[src/rtl/c10_tape_pkg.sv]
// c10_tape_pkg: shared types and helpers for the C10 cassette player.
// Holds the state enum, the half-period calculation and the bit positions used in status.
package c10_tape_pkg;

    typedef enum logic [2:0] {
        STOP,
        FETCH,
        WAIT,
        BIT,
        PAUSE,
        LEADER
    } state_t;

    // Bit positions inside status = {eot, paused, playing}
    localparam int ST_PLAYING = 0;
    localparam int ST_PAUSED  = 1;
    localparam int ST_EOT     = 2;

    // Byte value used for the synthetic leader
    localparam logic [7:0] LEAD_BYTE = 8'h55;

    // One tone cycle is high for half a period, then low for half a period.
    // Integer division is intentional; any rounding stays fixed at elaboration time.
    function automatic int half_period(input int clk_hz, input int tone_hz);
        return clk_hz / (2 * tone_hz);
    endfunction

endpackage

[src/rtl/fsk_bit_gen.sv]
// fsk_bit_gen: emits one FSK bit cycle.
// The output is high for hp cycles, then low for hp cycles (hp = hp1 or hp0).
// done pulses in the final low cycle, so a start in that same cycle runs bits back-to-back.
// abort kills a bit in flight and forces the output low on the next cycle.
module fsk_bit_gen #(
    parameter int CNT_W = 16
) (
    input  logic             clk,
    input  logic             reset,
    input  logic             abort,
    input  logic             start,
    input  logic             bit_val,
    input  logic [CNT_W-1:0] hp1,
    input  logic [CNT_W-1:0] hp0,
    output logic             tape_out,
    output logic             done
);

    logic             busy;
    logic             low_half;
    logic [CNT_W-1:0] hp;
    logic [CNT_W-1:0] cnt;
    logic             last_cyc;

    assign last_cyc = (cnt == hp - CNT_W'(1));
    assign done     = busy && low_half && last_cyc;

    // Half-period counter: a start (re)loads it, otherwise it walks high half then low half
    always_ff @(posedge clk) begin
        if (reset || abort) begin
            busy     <= 1'b0;
            low_half <= 1'b0;
            hp       <= '0;
            cnt      <= '0;
            tape_out <= 1'b0;
        end else if (start) begin
            busy     <= 1'b1;
            low_half <= 1'b0;
            hp       <= bit_val ? hp1 : hp0;
            cnt      <= '0;
            tape_out <= 1'b1;
        end else if (busy) begin
            if (last_cyc) begin
                cnt <= '0;
                if (!low_half) begin
                    low_half <= 1'b1;
                    tape_out <= 1'b0;
                end else begin
                    busy <= 1'b0;
                end
            end else begin
                cnt <= cnt + CNT_W'(1);
            end
        end
    end

endmodule

[src/rtl/c10_tape_player.sv]
// c10_tape_player: reads a C10 image from SDRAM and plays it back as MC-10/Alice FSK.
// A 1 bit is one 2400 Hz cycle and a 0 bit is one 1200 Hz cycle. Each byte goes out LSB first.
// Optional feature: define TAPE_LEADER_EN to send LEADER_BYTES bytes of 0x55 before a play that starts at address 0.
module c10_tape_player
    import c10_tape_pkg::*;
#(
    parameter int CLK_HZ       = 50_000_000,
    parameter int ADDR_W       = 25,
    parameter int READ_LAT     = 4,
    parameter int LEADER_BYTES = 128
) (
    input  logic              clk,
    input  logic              reset,
    input  logic              play,
    input  logic              rewind,
    input  logic [ADDR_W-1:0] file_size,
    input  logic              loaded,
    output logic [ADDR_W-1:0] sdram_addr,
    output logic              sdram_rd,
    input  logic [7:0]        sdram_data,
    output logic              tape_out,
    output logic [2:0]        status,
    output logic [7:0]        cur_byte
);

    localparam int HP1   = half_period(CLK_HZ, 2400);
    localparam int HP0   = half_period(CLK_HZ, 1200);
    localparam int CNT_W = $clog2(HP0 + 1);
    localparam int LC_W  = $clog2(LEADER_BYTES + 1);
`ifdef TAPE_LEADER_EN
    localparam int LEAD_N = LEADER_BYTES;
`else
    localparam int LEAD_N = 0;
`endif
    localparam logic [CNT_W-1:0] HP1_C = CNT_W'(HP1);
    localparam logic [CNT_W-1:0] HP0_C = CNT_W'(HP0);

    // edge detectors
    logic play_q, rew_q, ld_q;
    logic play_e, ld_e, abort;
    logic [ADDR_W-1:0] size_q;

    // read-latency tracker: vld_pipe[k] means a read was issued k cycles ago
    logic [READ_LAT:1] vld_q;
    logic [READ_LAT:0] vld_pipe;

    // state registers and their next values
    state_t            state, state_d, rs, rs_d, nxt_st;
    logic [ADDR_W-1:0] addr_d;
    logic [7:0]        shreg, shreg_d, cur_d;
    logic [2:0]        idx, idx_d, nxt_idx;
    logic              eot, eot_d, paused, paused_d, playing, playing_d;
    logic              pend, pend_d, pend_n, spend, spend_d;
    logic [LC_W-1:0]   lcnt, lcnt_d, nxt_lcnt;
    logic              nxt_go, nxt_eot;
    logic              bit_start, bit_val, bit_done;

    assign play_e   = play & ~play_q;
    assign ld_e     = loaded & ~ld_q;
    // A rewind edge, a fresh load, or no image at all puts the player back at address 0.
    assign abort    = (rewind & ~rew_q) | ld_e | ~loaded;
    assign vld_pipe = {vld_q, sdram_rd};

    assign status[ST_EOT]     = eot;
    assign status[ST_PAUSED]  = paused;
    assign status[ST_PLAYING] = playing;

    // Edge-detect flops, image size latch and read-latency shift register
    always_ff @(posedge clk) begin
        if (reset) begin
            play_q <= 1'b0;
            rew_q  <= 1'b0;
            ld_q   <= 1'b0;
            size_q <= '0;
            vld_q  <= '0;
        end else begin
            play_q <= play;
            rew_q  <= rewind;
            ld_q   <= loaded;
            if (ld_e) size_q <= file_size;
            // Reads in flight when the player aborts are dropped here.
            vld_q  <= abort ? '0 : vld_pipe[READ_LAT-1:0];
        end
    end

    // State register
    always_ff @(posedge clk) begin
        if (reset) begin
            state      <= STOP;
            rs         <= STOP;
            sdram_addr <= '0;
            shreg      <= '0;
            cur_byte   <= '0;
            idx        <= '0;
            eot        <= 1'b0;
            paused     <= 1'b0;
            playing    <= 1'b0;
            pend       <= 1'b0;
            spend      <= 1'b0;
            lcnt       <= '0;
        end else begin
            state      <= state_d;
            rs         <= rs_d;
            sdram_addr <= addr_d;
            shreg      <= shreg_d;
            cur_byte   <= cur_d;
            idx        <= idx_d;
            eot        <= eot_d;
            paused     <= paused_d;
            playing    <= playing_d;
            pend       <= pend_d;
            spend      <= spend_d;
            lcnt       <= lcnt_d;
        end
    end

    // Next-state logic: playback sequencing, pause handling and addressing
    always_comb begin
        state_d   = state;
        rs_d      = rs;
        addr_d    = sdram_addr;
        shreg_d   = shreg;
        cur_d     = cur_byte;
        idx_d     = idx;
        eot_d     = eot;
        paused_d  = paused;
        playing_d = playing;
        pend_d    = pend;
        spend_d   = 1'b0;
        lcnt_d    = lcnt;
        sdram_rd  = 1'b0;
        bit_start = 1'b0;
        bit_val   = 1'b0;
        nxt_st    = state;
        nxt_idx   = idx + 3'd1;
        nxt_lcnt  = lcnt;
        nxt_go    = 1'b1;
        nxt_eot   = 1'b0;
        pend_n    = pend ^ play_e;

        if (abort) begin
            state_d   = STOP;
            addr_d    = '0;
            eot_d     = 1'b0;
            paused_d  = 1'b0;
            playing_d = 1'b0;
            pend_d    = 1'b0;
        end else begin
            unique case (state)
                STOP: begin
                    if (play_e) begin
                        if (sdram_addr < size_q) begin
                            playing_d = 1'b1;
                            eot_d     = 1'b0;
                            if (LEAD_N > 0 && sdram_addr == '0) begin
                                state_d = LEADER;
                                shreg_d = LEAD_BYTE;
                                cur_d   = LEAD_BYTE;
                                idx_d   = '0;
                                lcnt_d  = '0;
                                spend_d = 1'b1;
                            end else begin
                                state_d = FETCH;
                            end
                        end else begin
                            eot_d = 1'b1;
                        end
                    end
                end
                FETCH: begin
                    sdram_rd = 1'b1;
                    pend_d   = pend_n;
                    state_d  = WAIT;
                end
                WAIT: begin
                    pend_d = pend_n;
                    if (vld_pipe[READ_LAT]) begin
                        shreg_d = sdram_data;
                        cur_d   = sdram_data;
                        idx_d   = '0;
                        addr_d  = (sdram_addr < size_q) ? sdram_addr + ADDR_W'(1) : sdram_addr;
                        spend_d = 1'b1;
                        state_d = BIT;
                    end
                end
                BIT, LEADER: begin
                    pend_d = pend_n;
                    if (spend) begin
                        // first bit after a fresh byte or a resume
                        bit_start = 1'b1;
                        bit_val   = shreg[idx];
                    end else if (bit_done) begin
                        if (idx == 3'd7) begin
                            nxt_idx = '0;
                            if (state == LEADER && int'(lcnt) < LEAD_N - 1) begin
                                nxt_lcnt = lcnt + LC_W'(1);
                            end else if (sdram_addr < size_q) begin
                                nxt_st = FETCH;
                                nxt_go = 1'b0;
                            end else begin
                                nxt_eot = 1'b1;
                            end
                        end
                        if (nxt_eot) begin
                            state_d   = STOP;
                            eot_d     = 1'b1;
                            playing_d = 1'b0;
                            pend_d    = 1'b0;
                        end else if (pend_n) begin
                            // Record where to pick up; a resume starts the next bit or the next byte.
                            state_d   = PAUSE;
                            rs_d      = nxt_st;
                            idx_d     = nxt_idx;
                            lcnt_d    = nxt_lcnt;
                            paused_d  = 1'b1;
                            playing_d = 1'b0;
                            pend_d    = 1'b0;
                        end else begin
                            state_d   = nxt_st;
                            idx_d     = nxt_idx;
                            lcnt_d    = nxt_lcnt;
                            bit_start = nxt_go;
                            bit_val   = shreg[nxt_idx];
                        end
                    end
                end
                PAUSE: begin
                    if (play_e) begin
                        state_d   = rs;
                        paused_d  = 1'b0;
                        playing_d = 1'b1;
                        spend_d   = (rs != FETCH);
                    end
                end
                default: state_d = STOP;
            endcase
        end
    end

    fsk_bit_gen #(.CNT_W(CNT_W)) u_bit (
        .clk      (clk),
        .reset    (reset),
        .abort    (abort),
        .start    (bit_start),
        .bit_val  (bit_val),
        .hp1      (HP1_C),
        .hp0      (HP0_C),
        .tape_out (tape_out),
        .done     (bit_done)
    );

endmodule
[config.mk]
export PLATFORM = sky130hd
export DESIGN_NAME = c10_tape_player
export DESIGN_NICKNAME = d
export VERILOG_FILES = /design/src/rtl/c10_tape_pkg.sv /design/src/rtl/fsk_bit_gen.sv /design/src/rtl/c10_tape_player.sv
export SDC_FILE = /design/constraint.sdc
export NUM_CORES = 1
export LEC_CHECK = 0
export BUFFER_PORTS_ARGS = -buffer_cell sky130_fd_sc_hd__clkbuf_2
export CORE_ASPECT_RATIO = 0.75
export CORE_MARGIN = 1.5
export CORE_UTILIZATION = 48
export CTS_CLUSTER_SIZE = 14
export DETAILED_ROUTE_END_ITERATION = 8
export PLACE_DENSITY = 0.77
export SLEW_MARGIN = 30
export SYNTH_ARGS = -nofsm -noshare
export SYNTH_HDL_FRONTEND = slang
export SYNTH_HIERARCHICAL = 1
export SYNTH_SLANG_ARGS = --single-unit
[constraint.sdc]
create_clock -name clk -period 6.2 [get_ports clk]
set_input_delay 0.31 -clock clk [delete_from_list [all_inputs] [get_ports clk]]
set_output_delay 0.31 -clock clk [all_outputs]
set_load 0.01 [all_outputs]
* Word-level counts from Yosys, hierarchy flattened *
Index checks and enable logic that the tools add are counted.

word-level totals
  register bits = 112
  output and inout port bits = 38
  word-level logic and storage cells = 164

operators by class
  add/subtract/negate cells = 4
  $lt $le $gt $ge = 3
  equal/unequal tests = 19
  mux-type cells = 80
  bitwise gates (word level) = 13
  reduce and logical (&&, ||, !) cells = 25

operators by type and width
  operator                                                               count
  3-bit two-way mux                                                      18
  1-bit two-way mux                                                      51
  15-bit two-way mux                                                     2
  25-bit by 1-bit adder with 25-bit output, second input constant        1
  25-bit < comparator                                                    1
  2-bit inequality test, second input constant                           10
  6-bit AND reduction                                                    3
  15-bit by 1-bit adder with 15-bit output, second input constant        1
  15-bit equality test                                                   1
  3-bit one-hot mux with 5 select lines                                  1
  15-bit by 1-bit subtractor with 15-bit output, second input constant   1
  2-bit nonzero test                                                     6
  5-bit AND reduction                                                    2
  3-bit equality test, second input constant                             3
  3-bit AND reduction                                                    3
  3-bit by 4-bit < comparator with 1-bit output, second input constant   2
  1-bit one-hot mux with 2 select lines                                  4
  2-bit OR reduction                                                     4
  1-bit inverter                                                         7
  7-bit AND reduction                                                    1
  1-bit binary-select mux with 3-bit select                              2
  3-bit by 2-bit equality test with 1-bit output, second input constant  2
  3-bit one-hot mux with 2 select lines                                  1
  3-bit by 1-bit adder with 3-bit output, second input constant          1
  12 further kinds                                                       16

* Logic depth before layout (Yosys ltp) *
  depth after elaboration = 16
  mapped depth = 16
  depth with buffers taken out = 15

* Hierarchy *
The synthesis kept the hierarchy.

by module, submodules not included
  module           instances  cells each  area each (um^2)  sequential area each (um^2)
  c10_tape_player  1          561         4470.5            1581.5
  fsk_bit_gen      1          234         1945.6            660.6

* Worst setup path after synthesis *
OpenSTA, ideal clock, no wires.

  path kind = register to register
  from = reg u_bit.hp[2]
  to = reg u_bit.hp[6]
  library setup time = 0.137 ns
  arrival time = 4.227 ns
  required time = 6.063 ns
  setup slack = 1.835 ns
  stages on the path, launching flop included = 17
  path buffers = 4
  period minus slack after synthesis = 4.365 ns
  path through = dfxtp_1 > buf_6 > or4_1 > buf_2 > o31a_1 > or4_1 > o311ai_1 > nand4_2 > nor3_1 > and2_1 > nand2b_1 > a2111oi_0 > o21a_1 > clkbuf_1 > clkbuf_1 > mux2i_1 > a211oi_1

on the way
  word-level cells in the longest chain between the ends = 8
  elaborated cells on any way between the ends = 12
  those cells by class = add/sub: 1; eq/ne: 1; mux: 9; reduce/logical: 1

ends and longest elaborated chain
  element                                        RTL line                source
  start: declaration                             fsk_bit_gen.sv:21       logic [CNT_W-1:0] hp;
  start signal: assignment                       fsk_bit_gen.sv:39       hp <= bit_val ? hp1 : hp0;
  15-bit by 1-bit subtractor with 15-bit output  fsk_bit_gen.sv:25       assign last_cyc = (cnt == hp - CNT_W'(1));
  15-bit equality test                           fsk_bit_gen.sv:25
  1-bit logical AND                              fsk_bit_gen.sv:26       assign done = busy && low_half && last_cyc;
  net bit_done                                   c10_tape_player.sv:56   logic bit_start, bit_val, bit_done;
  1-bit two-way mux                              c10_tape_player.sv:192  end else if (bit_done) begin
  1-bit two-way mux                              c10_tape_player.sv:188  if (spend) begin
  1-bit two-way mux                              c10_tape_player.sv:149  unique case (state)
  1-bit two-way mux                              c10_tape_player.sv:141  if (abort) begin
  net bit_val                                    c10_tape_player.sv:56
  15-bit two-way mux                             fsk_bit_gen.sv:39

The timed path passes the listed nets, and every way through them passes these cells.
A chain may end at the register's enable or synchronous reset.

* Worst setup path in the final report *
  from = reg u_bit.hp[2]
  to = reg u_bit.hp[13]

Same word-level chain as after synthesis.

==> results.cfg <==
[run_status]
outcome = finished clean

[routing]
drt_iter0_drc = 592
drc_errors = 0
avgViaCountPerCell = 5.72
vias = 5942
wl_per_cell_um = 15.3
antenna_left = 0
dr.pass1.iters = 5
wl_um = 15900

[synth]
synth_area_leaders = dfxtp_1, nand2_1, ha_1
synth-xor-area-share_pct = 4.10
async_flop_share_pct = 0
synth-simple-area-share_pct = 24.4
synth_edf_count = 0
netlist_area_um2 = 6420
muxShareOfSynthArea_pct = 6.24
synthAdderAreaFrac_pct = 5.66
yosys_warnings = 6
synth.top_cell.area_share_pct = 34.9
synth_top_family_by_area = simple AND/OR/NAND/NOR gates
synth_compound_area_share_pct = 18.1
postSynthAreaPerCell_um2 = 8.07
yosysSeqAreaShare_pct = 34.9
synth_ff_type = dfxtp_1
ys_types = 68
yosysMostFrequentCell = dfxtp_1
syn_inst = 795
ys_seq_elements = 112
synthTopCellsByCount = dfxtp_1, nand2_1, nor2_1
yosys.area.top_type = dfxtp_1

[timing]
setup_tns_ns = 0
layout_setup_ws_ns = 1.68
worst_pin_slew_ns = 0.904
hold_viol = 0
finalMaxSlewViolations = 0
period_share_pct = 73.0
holdWs_ns = 0.159
fin_crit_ns = 4.52
slew_headroom_pct = 39.6
finalSetupViolCount = 0
clock_skew_ns = 0.0108
fmax_mhz = 221
rsz0062_at_grt = false

[final_layout]
nets = 930
area_growth_syn_to_layout_pct = 12.5
num_antenna_cells = 0
drive_gt1_share_pct = 13.7
fillers = 1175

[clocking]
cts_root_buffer = clkbuf_16
cts.sinks = 112
cts_tree = built
insertion_delay_ns = 0.36
postCtsHoldBufs = 0
post_cts_resized = 0
clk_pin_slew_ns = 0.08
clk_path_buf_depth = 2
post_cts_buffers = 0
htreeDepth = 3
numCtsBuffers = 9

[placed_design]
dpl.hpwl_um = 11300
post-place-ws_ns = 1.72
gp_congestion = 0.891
port_buffers = 75

[setup_path]
cp_max_fo = 15
cp_cell_sequence = or4_1, nor4_1, a21oi_1, o311ai_1, nand4_2, nor3_1, and2_1, nand2b_1, a2111oi_0, o21a_1, mux2i_1, a211oi_1
rr_worst_depth = 12
timing.rr.start = u_bit/hp[2]
r2r_end = u_bit/hp[13]
critPathSlowestCell = o21a_1
cp_data_arrival_time_ns = 4.79
crit_cells = 12
startpoint_type = flip-flop
rrSetupSlack_ns = 1.68
critPathRequiredTime_ns = 6.47
critical_path.max_stage_delay_ns = 0.74
path_class = flip-flop to flip-flop
worst_setup_path_end_kind = flip-flop
cp_num_buf_inv = 0
critical_path.top_delay_family = simple AND/OR/NAND/NOR gates

[power]
p_clk_share_pct = 42.7
peakVddDrop_uv = 216
combPwrFrac_pct = 6.3
p_switching_uw = 356
power_uw = 1440
leakagePower_uw = 0.00275
swShare_pct = 24.7
seqPwrFrac_pct = 51.0
power_density_nw_per_um2 = 200
intPower_uw = 1080

[floorplan]
die_x_um = 137
core_area_um2 = 13000
rows = 36
dieHeight_um = 103
pin_count = 76
start_util_pct = 49.3
die-area_um2 = 14100

[flow_run]
maxCapViolCount = 0

[global_routing]
grt_usage_pct = 23.0
grt_max_degree = 64
grt-ovfl-total = 0
grt_antenna_before_repair = 0
grt_pass1_vias = 4803
grt_first_pass_wirelength_um = 25400

[hold_path]
worst_hold_path_type = input port to flip-flop
worstHoldStart = file_size[23]
holdPathStages = 3
hold_end = size_q[23]
==> sequential cells by signal (all words and copies together) (netlist names) <==
| signal | cells |
|---|---|
| play_q | 1 |
| shreg | 8 |
| sdram_addr | 25 |
| eot | 1 |
| spend | 1 |
| paused | 1 |
| playing | 1 |
| vld_q | 4 |
| state | 3 |
| u_bit/cnt | 15 |
| ld_q | 1 |
| u_bit/busy | 1 |
| idx | 3 |
| pend | 1 |
| rew_q | 1 |
| u_bit/hp | 15 |
| rs | 3 |
| u_bit/low_half | 1 |
| u_bit/tape_out | 1 |
| size_q | 25 |
==> layout make-up <==
cell class	count	area [um^2]	share of cell area (%)
multi-input cells	619	3880	53.8
well taps	171	214	2.96
inverters	40	150	2.08
repair buffers	81	420	5.83
flip-flops and latches	112	2240	31.1
clock buffers	9	225	3.12
clock inverters	7	85.1	1.18
==> power groups by stage <==
stage / combinational [uW] / sequential (uW) / clock, uW
after floorplan: 65.1 / 750 / 0
after global placement: 87.6 / 750 / 0
after detailed placement: 88.9 / 751 / 0
after CTS: 89.4 / 734 / 628
after global routing: 102 / 735 / 656
final: 90.7 / 734 / 616
==> cells in the final DEF, fill, tap and decap left out, drive strengths merged, types with 2 or more instances in the layout <==
| master | instances |
|---|---|
| conb | 30 |
| inv | 43 |
| xor2 | 18 |
| nor4 | 6 |
| clkbuf | 84 |
| mux4 | 4 |
| and3 | 8 |
| or2 | 3 |
| a22oi | 2 |
| o311ai | 9 |
| mux2i | 31 |
| nor2b | 9 |
| o2111ai | 2 |
| o22ai | 2 |
| o31ai | 2 |
| nand4 | 28 |
| a21oi | 64 |
| buf | 6 |
| nand2 | 105 |
| nand3 | 24 |
| o21a | 5 |
| or4 | 7 |
| a221oi | 3 |
| dfxtp | 112 |
| a21o | 2 |
| clkinv | 3 |
| a31oi | 8 |
| o21ai | 29 |
| nor3 | 16 |
| or3 | 20 |
| a211oi | 19 |
| and2 | 4 |
| o31a | 3 |
| o41ai | 8 |
| nand2b | 7 |
| xnor2 | 12 |
| ha | 29 |
| a41o | 3 |
| nor2 | 73 |
| o211ai | 7 |
==> worst register-to-register path, cell delays in order (launching register included) <==
cell,delay [ns]
dfxtp_1,0.38
or4_1,0.68
nor4_1,0.49
a21oi_1,0.13
o311ai_1,0.37
nand4_2,0.18
nor3_1,0.33
and2_1,0.23
nand2b_1,0.16
a2111oi_0,0.32
o21a_1,0.74
mux2i_1,0.17
a211oi_1,0.25
==> per-stage QoR <==
step	instances	util (%)	instance area, um^2
CTS	1039	55.4	7210
floorplan	823	-	6520
global route	1039	55.4	7220
finish	1039	55.4	7220
detailed placement	1023	53.0	6900
global placement	1023	53.0	6900
==> per-layer routing <==
metal  GRT usage (%)  wire (um)  up-vias
met4            4.66        164        0
met2            29.0       6160      245
met3            6.19       1490       14
li1                -          -     2948
met5               0          0        -
met1            37.4       8050     2735
==> cell families after synthesis <==
kind of cell / after synthesis
simple gates: 319
xor+xnor: 30
compound gates: 176
flops: 112
other cells: 2
mux: 35
buf+inv: 92
fa+ha+maj: 29
==> worst max path at each step <==
stage	end	start
finish	u_bit/hp[13]	u_bit/hp[2]
global route	u_bit/hp[13]	u_bit/hp[2]
CTS	u_bit/hp[13]	u_bit/hp[2]
detailed placement	u_bit/hp[13]	u_bit/hp[2]
global placement	u_bit/hp[8]	u_bit/hp[2]
floorplan	u_bit/hp[6]	u_bit/hp[2]
Note: power is estimated with default switching activity, not from simulation.
